### src/rtl/instr_encoder_loader.sv
// Encodes simple RV32I instruction requests into machine words and streams them
// into an instruction memory, one word per three cycles, with sticky illegal-kind flag.
module instr_encoder_loader #(
  parameter int IMEM_DEPTH = 256,
  parameter int ADDR_W     = 8
) (
  input  logic              i_clk,
  input  logic              i_rst_n,
  input  logic              i_in_valid,
  output logic              o_in_ready,
  input  logic [3:0]        i_in_kind,
  input  logic [4:0]        i_in_rd,
  input  logic [4:0]        i_in_rs1,
  input  logic [4:0]        i_in_rs2,
  input  logic [31:0]       i_in_imm,
  input  logic              i_clear,
  output logic              o_imem_we,
  output logic [ADDR_W-1:0] o_imem_addr,
  output logic [31:0]       o_imem_wdata,
  output logic [ADDR_W:0]   o_count,
  output logic              o_full,
  output logic              o_err_illegal
);

  localparam logic [3:0] K_ADD   = 4'd0;
  localparam logic [3:0] K_SUB   = 4'd1;
  localparam logic [3:0] K_LW    = 4'd2;
  localparam logic [3:0] K_SW    = 4'd3;
  localparam logic [3:0] K_BEQ   = 4'd4;
  localparam logic [3:0] K_ADDI  = 4'd5;
  localparam logic [3:0] K_JAL   = 4'd6;
  localparam logic [3:0] K_JALR  = 4'd7;
  localparam logic [3:0] K_LUI   = 4'd8;
  localparam logic [3:0] K_AUIPC = 4'd9;

  localparam logic [6:0] OP_R     = 7'b0110011;
  localparam logic [6:0] OP_LOAD  = 7'b0000011;
  localparam logic [6:0] OP_STORE = 7'b0100011;
  localparam logic [6:0] OP_BR    = 7'b1100011;
  localparam logic [6:0] OP_IMM   = 7'b0010011;
  localparam logic [6:0] OP_JAL   = 7'b1101111;
  localparam logic [6:0] OP_JALR  = 7'b1100111;
  localparam logic [6:0] OP_LUI   = 7'b0110111;
  localparam logic [6:0] OP_AUIPC = 7'b0010111;

  localparam logic [6:0] F7_ADD  = 7'b0000000;
  localparam logic [6:0] F7_SUB  = 7'b0100000;
  localparam logic [2:0] F3_ZERO = 3'b000;
  localparam logic [2:0] F3_WORD = 3'b010;

  localparam logic [ADDR_W-1:0] LAST_ADDR = ADDR_W'(IMEM_DEPTH - 1);
  localparam logic [ADDR_W:0]   DEPTH_CNT = (ADDR_W + 1)'(IMEM_DEPTH);
  localparam logic [ADDR_W:0]   CNT_ONE   = (ADDR_W + 1)'(1);
  localparam logic [ADDR_W-1:0] ADDR_ONE  = ADDR_W'(1);

  typedef enum logic [1:0] {
    ST_IDLE  = 2'd0,
    ST_ENC   = 2'd1,
    ST_WRITE = 2'd2
  } state_t;

  // Unused register fields are forced to zero; out-of-range immediate bits drop out.
  function automatic logic [31:0] encode(
    input logic [3:0]  kind,
    input logic [4:0]  rd,
    input logic [4:0]  rs1,
    input logic [4:0]  rs2,
    input logic [31:0] imm
  );
    logic [31:0] word;
    word = 32'h0000_0000;
    case (kind)
      K_ADD:   word = {F7_ADD, rs2, rs1, F3_ZERO, rd, OP_R};
      K_SUB:   word = {F7_SUB, rs2, rs1, F3_ZERO, rd, OP_R};
      K_LW:    word = {imm[11:0], rs1, F3_WORD, rd, OP_LOAD};
      K_SW:    word = {imm[11:5], rs2, rs1, F3_WORD, imm[4:0], OP_STORE};
      K_BEQ:   word = {imm[12], imm[10:5], rs2, rs1, F3_ZERO, imm[4:1], imm[11], OP_BR};
      K_ADDI:  word = {imm[11:0], rs1, F3_ZERO, rd, OP_IMM};
      K_JAL:   word = {imm[20], imm[10:1], imm[11], imm[19:12], rd, OP_JAL};
      K_JALR:  word = {imm[11:0], rs1, F3_ZERO, rd, OP_JALR};
      K_LUI:   word = {imm[31:12], rd, OP_LUI};
      K_AUIPC: word = {imm[31:12], rd, OP_AUIPC};
      default: word = 32'h0000_0000;
    endcase
    return word;
  endfunction

  state_t              r_state;
  state_t              w_next_state;
  logic [3:0]          r_kind;
  logic [4:0]          r_rd;
  logic [4:0]          r_rs1;
  logic [4:0]          r_rs2;
  logic [31:0]         r_imm;
  logic                r_we;
  logic [ADDR_W-1:0]   r_addr;
  logic [31:0]         r_wdata;
  logic [ADDR_W:0]     r_count;
  logic                r_full;
  logic                r_err;
  logic                w_ready;
  logic                w_accept;
  logic                w_legal;
  logic [ADDR_W:0]     w_count_inc;

  // Ready is held low during reset so nothing is accepted while the block is cleared.
  assign w_ready     = i_rst_n & (r_state == ST_IDLE) & ~r_full & ~i_clear;
  assign w_accept    = i_in_valid & w_ready;
  assign w_legal     = (r_kind <= K_AUIPC);
  assign w_count_inc = r_count + CNT_ONE;

  assign o_in_ready    = w_ready;
  assign o_imem_we     = r_we;
  assign o_imem_addr   = r_addr;
  assign o_imem_wdata  = r_wdata;
  assign o_count       = r_count;
  assign o_full        = r_full;
  assign o_err_illegal = r_err;

  // State register.
  always_ff @(posedge i_clk or negedge i_rst_n) begin
    if (!i_rst_n) begin
      r_state <= ST_IDLE;
    end else begin
      r_state <= w_next_state;
    end
  end

  // Next-state logic; clear wins over any accept or pending write.
  always_comb begin
    w_next_state = r_state;
    if (i_clear) begin
      w_next_state = ST_IDLE;
    end else begin
      case (r_state)
        ST_IDLE: begin
          if (w_accept) begin
            w_next_state = ST_ENC;
          end else begin
            w_next_state = ST_IDLE;
          end
        end
        ST_ENC: begin
          if (w_legal) begin
            w_next_state = ST_WRITE;
          end else begin
            w_next_state = ST_IDLE;
          end
        end
        ST_WRITE: w_next_state = ST_IDLE;
        default:  w_next_state = ST_IDLE;
      endcase
    end
  end

  // Request field capture.
  always_ff @(posedge i_clk or negedge i_rst_n) begin
    if (!i_rst_n) begin
      r_kind <= 4'd0;
      r_rd   <= 5'd0;
      r_rs1  <= 5'd0;
      r_rs2  <= 5'd0;
      r_imm  <= 32'h0000_0000;
    end else if (w_accept) begin
      r_kind <= i_in_kind;
      r_rd   <= i_in_rd;
      r_rs1  <= i_in_rs1;
      r_rs2  <= i_in_rs2;
      r_imm  <= i_in_imm;
    end
  end

  // Write strobe, address/count bookkeeping and sticky illegal flag.
  // Write data is left alone on clear so it keeps the last word written.
  always_ff @(posedge i_clk or negedge i_rst_n) begin
    if (!i_rst_n) begin
      r_we    <= 1'b0;
      r_addr  <= '0;
      r_wdata <= 32'h0000_0000;
      r_count <= '0;
      r_full  <= 1'b0;
      r_err   <= 1'b0;
    end else if (i_clear) begin
      r_we    <= 1'b0;
      r_addr  <= '0;
      r_count <= '0;
      r_full  <= 1'b0;
      r_err   <= 1'b0;
    end else begin
      case (r_state)
        ST_ENC: begin
          if (w_legal) begin
            r_wdata <= encode(r_kind, r_rd, r_rs1, r_rs2, r_imm);
            r_we    <= 1'b1;
          end else begin
            r_err   <= 1'b1;
          end
        end
        ST_WRITE: begin
          r_we    <= 1'b0;
          r_count <= w_count_inc;
          r_full  <= (w_count_inc == DEPTH_CNT);
          // Saturate on the last word so the address never wraps to zero.
          if (r_addr != LAST_ADDR) begin
            r_addr <= r_addr + ADDR_ONE;
          end
        end
        default: r_we <= 1'b0;
      endcase
    end
  end

endmodule
### config.mk
export PLATFORM = sky130hd
export DESIGN_NAME = instr_encoder_loader
export DESIGN_NICKNAME = d
export VERILOG_FILES = /design/src/rtl/instr_encoder_loader.sv
export SDC_FILE = /design/constraint.sdc
export NUM_CORES = 1
export LEC_CHECK = 0
export CORE_MARGIN = 2
export CORE_UTILIZATION = 44
export CTS_CLUSTER_DIAMETER = 80
export DETAILED_ROUTE_END_ITERATION = 16
export PLACE_DENSITY = 0.76
export SYNTH_ARGS = -nofsm -noshare
export SYNTH_HDL_FRONTEND = slang
export SYNTH_SLANG_ARGS = --single-unit
### constraint.sdc
create_clock -name i_clk -period 1.65 [get_ports i_clk]
set_clock_uncertainty 0.1 [all_clocks]
set_input_delay 0.33 -clock i_clk [delete_from_list [all_inputs] [get_ports i_clk]]
set_output_delay 0.33 -clock i_clk [all_outputs]
set_load 0.02 [all_outputs]
==> insert_results.sql, run 1 <==
INSERT INTO impl_metrics (metric_group, metric, value, unit) VALUES
('status', 'run_status', 'finished with violations', ''),
('status', 'violated_checks', 'setup timing', ''),
('global_route', 'globalRouteOverflowTotal', '0', ''),
('floorplan', 'floorplan.die.width', '107', 'µm'),
('power', 'power_switching_share', '34.5', '%'),
('synth', 'synth_area_leaders', 'dfrtp_1 (55%), mux2_1 (12%), nand2_1 (2.5%), nor2_1 (2.5%), a22oi_1 (2.4%)', ''),
('sta', 'layout_min_cycle_time', '1780', 'ps'),
('finish', 'antenna-diode-count', '0', ''),
('cts', 'clockBufferDepth', '2', ''),
('synth', 'postSynthNetCount', '454', ''),
('cts', 'cts_buffers', '9', ''),
('sta', 'rsz0062_at_grt', 'true', ''),
('power', 'combPwrFrac', '35.3', '%'),
('worst_setup_path', 'crit_path_cell_trace', 'buf_6 -> buf_6 -> nor3b_4 -> buf_6 -> nand2_4 -> o32ai_4 -> a211oi_2', ''),
('floorplan', 'initial_core_util', '45.4', '%'),
('synth', 'synthesis.instances', '397', ''),
('global_route', 'grt_pass1_vias', '4007', ''),
('synth', 'seq_area_frac_synth', '55.5', '%'),
('sta', 'max_slew_margin', '71.0', '%'),
('finish', 'layout-area-overhead-vs-synth', '49.5', '%'),
('synth', 'synthMostInstantiatedCell', 'dfrtp_1', ''),
('sta', 'final_min_period_over_clock_period', '108', '%'),
('floorplan', 'ports_placed_on_the_boundary', '108', ''),
('sta', 'hold_violation_total_from_the_final_report', '0', ''),
('sta', 'hold-worst-slack', '386', 'ps'),
('global_route', 'grt_antenna_before_repair', '0', ''),
('power', 'power.switching', '0.00274', 'W'),
('synth', 'yosysTopAreaCell', 'dfrtp_1', ''),
('sta', 'slew_viol_final', '0', ''),
('floorplan', 'die_h', '107', 'µm'),
('route', 'via_per_inst', '5.69', ''),
('sta', 'fmax', '0.563', 'GHz'),
('finish', 'final_core_utilization', '67.9', '%'),
('sta', 'setup_ws', '-127', 'ps'),
('worst_setup_path', 'timing.critical_path.mode_cell', 'buf_6', ''),
('cts', 'clock_tree.htree_level_count', '3', ''),
('finish', 'layout-drive-gt1-share', '35.5', '%'),
('floorplan', 'floorplan.die_area', '0.0115', 'mm²'),
('floorplan', 'core.rowCount', '37', ''),
('worst_setup_path', 'critical_path_peak_fanout', '5', ''),
('worst_setup_path', 'worst-endpoint-arrival', '1910', 'ps'),
('finish', 'layout.nets', '607', ''),
('sta', 'timing.final.setup_violations', '83', ''),
('cts', 'clk_pin_slew_worst_paths', '100', 'ps'),
('flow_run', 'drv_cap', '0', ''),
('synth', 'yosys_warnings', '0', ''),
('route', 'drt.antenna.violating_nets', '0', ''),
('synth', 'synthesis.area_per_instance', '11.8', 'µm²'),
('synth', 'synth_top_area_share', '55.5', '%'),
('floorplan', 'floorplan.core_area', '0.0103', 'mm²'),
('finish', 'layout_fillers', '792', ''),
('route', 'first_pass_iters', '5', ''),
('worst_setup_path', 'timing.critical_path.required', '1790', 'ps'),
('cts', 'clock_insertion_delay_worst_skew', '360', 'ps'),
('power', 'vdd_ir_drop_max', '602', 'µV'),
('sta', 'worst_margin_pin_slew', '429', 'ps'),
('power', 'power.density', '1130', 'mW/mm²'),
('synth', 'syn-cell-area', '0.00469', 'mm²'),
('place', 'placement.cell_area', '0.00611', 'mm²'),
('sta', 'tns', '-6040', 'ps'),
('power', 'total_power', '0.00793', 'W'),
('route', 'drt_iter0_drc', '270', ''),
('place', 'io_buffers', '107', ''),
('synth', 'ys_types', '63', ''),
('global_route', 'grt_first_pass_wirelength', '20.3', 'mm'),
('synth', 'synthTopCellsByCount', 'dfrtp_1 (104), mux2_1 (51), nand2_1 (31), nor2_1 (31), a22oi_1 (15)', ''),
('hold_path', 'hp-class', 'reg -> reg', ''),
('worst_setup_path', 'largest_stage_delay_on_the_critical_path', '440', 'ps'),
('power', 'pwr-share-seq', '45.4', '%'),
('power', 'clkPwrFrac', '19.3', '%'),
('global_route', 'grt_max_degree', '40', '');
-- worst paths after layout --
kind	slack, ps	depth (start not counted)	end	start
worst max-delay path	-130	7	o_imem_wdata[5]$_DFFE_PN0P_	r_state[1]$_DFF_PN0_
worst min-delay path	390	2	o_imem_we$_DFFE_PN0P_	o_imem_we$_DFFE_PN0P_
worst max register to register	-130	7	o_imem_wdata[5]$_DFFE_PN0P_	r_state[1]$_DFF_PN0_
worst min register to register	390	2	o_imem_we$_DFFE_PN0P_	o_imem_we$_DFFE_PN0P_
max in group asynchronous	260	4	r_kind[0]$_DFFE_PN0P_	i_rst_n
min in group asynchronous	470	3	o_imem_addr[6]$_DFFE_PN0P_	i_rst_n
-- placed cells by master, fill, tap and decap left out, types with 4 or more instances in the layout --
| cell | count |
|---|---|
| nand2_1 | 28 |
| dlygate4sd2_1 | 47 |
| o21ai_1 | 7 |
| a21oi_1 | 8 |
| nand3_1 | 5 |
| clkdlybuf4s50_1 | 52 |
| buf_8 | 4 |
| buf_6 | 12 |
| dfrtp_2 | 8 |
| a21oi_2 | 6 |
| dfrtp_1 | 96 |
| buf_12 | 4 |
| o21ai_0 | 6 |
| a22o_1 | 4 |
| a22oi_1 | 9 |
| buf_4 | 32 |
| a41oi_2 | 4 |
| xor2_1 | 9 |
| a22oi_2 | 6 |
| nor2_2 | 6 |
| nor3_1 | 6 |
| a221o_1 | 7 |
| nor2_1 | 23 |
| nor2b_1 | 4 |
| a31oi_1 | 4 |
| nor2_4 | 5 |
| clkbuf_8 | 11 |
| mux2_4 | 49 |
-- metrics by stage --
stage	setup slack, ps	cells
after floorplan	-170	397
after global placement	-528	656
after detailed placement	-589	656
after CTS	-150	682
after global routing	-190	691
final	-127	691
-- power groups by stage --
stage	logic (W)	registers (W)	clock network, W
2_1_floorplan	0.000988	0.00382	0
3_3_place_gp	0.00235	0.00355	0
3_5_place_dp	0.00243	0.00357	0
4_1_cts	0.00244	0.00353	0.00156
5_1_grt	0.00298	0.00366	0.00168
6_report	0.00280	0.00360	0.00153
-- per-layer routing --
metal	vias to the layer above	part of all wire (%)	track usage, %
li1	1766	-	-
met2	151	51	38.2
met1	1997	43	30.2
met4	0	1.4	5.94
met5	-	0	0
met3	16	5.3	4.68
-- cell type report --
cell class	count	area [µm²]	area share (%)
multi-input combinational	264	2370	33.9
clock inverter	5	38.8	0.553
timing repair buffer	163	1630	23.2
tap	136	170	2.43
sequential	104	2610	37.3
clock buffer	11	151	2.16
inverter	7	31.3	0.446
timing repair inverter	1	5.00	0.0714
-- kinds of logic (layout without fill, tap and decap cells) --
kind of cell	count (synthesis)	after routing	share of synthesized area, %
compound gates	83	83	12.6
xor+xnor	10	10	1.87
fa+ha+maj	2	2	0.534
buf+inv	29	187	3.42
flops	104	104	55.5
mux	54	54	12.9
simple gates	115	115	13.2
-- what timing repair did --
item | in CTS | in global routing
hold buffers | 1 | 0
endpoints found under the hold margin | 28 | 0
setup endpoints to repair | 138 | 140
cloned | 4 | 5
pin swaps | 3 | 22
setup buffers | 5 | 7
gates resized for setup | 116 | 96
-- registers in the layout, indices dropped and copies added, names as in the netlist --
| register | flops |
|---|---|
| o_count | 9 |
| o_err_illegal | 1 |
| o_full | 1 |
| o_imem_addr | 8 |
| o_imem_wdata | 31 |
| o_imem_we | 1 |
| r_imm | 32 |
| r_kind | 4 |
| r_rd | 5 |
| r_rs1 | 5 |
| r_rs2 | 5 |
| r_state | 2 |
-- worst max-delay path, delay by kind of cell, from the launching register on --
| family | cells | cell delay (ps) |
|---|---|---|
| AO/OA/AOI/OAI | 2 | 370 |
| AND/OR/NAND/NOR | 2 | 330 |
| buffers and inverters | 3 | 430 |
| flip-flops | 1 | 440 |
(Power assumes the default switching activity.)
==> run 2: changes to the inputs <==
CTS_BUF_LIST = sky130_fd_sc_hd__clkbuf_4 sky130_fd_sc_hd__clkbuf_8   (was unset)
==> results of run 2 <==
No change in the layout: final DEF, timing and power equal those of run 1.
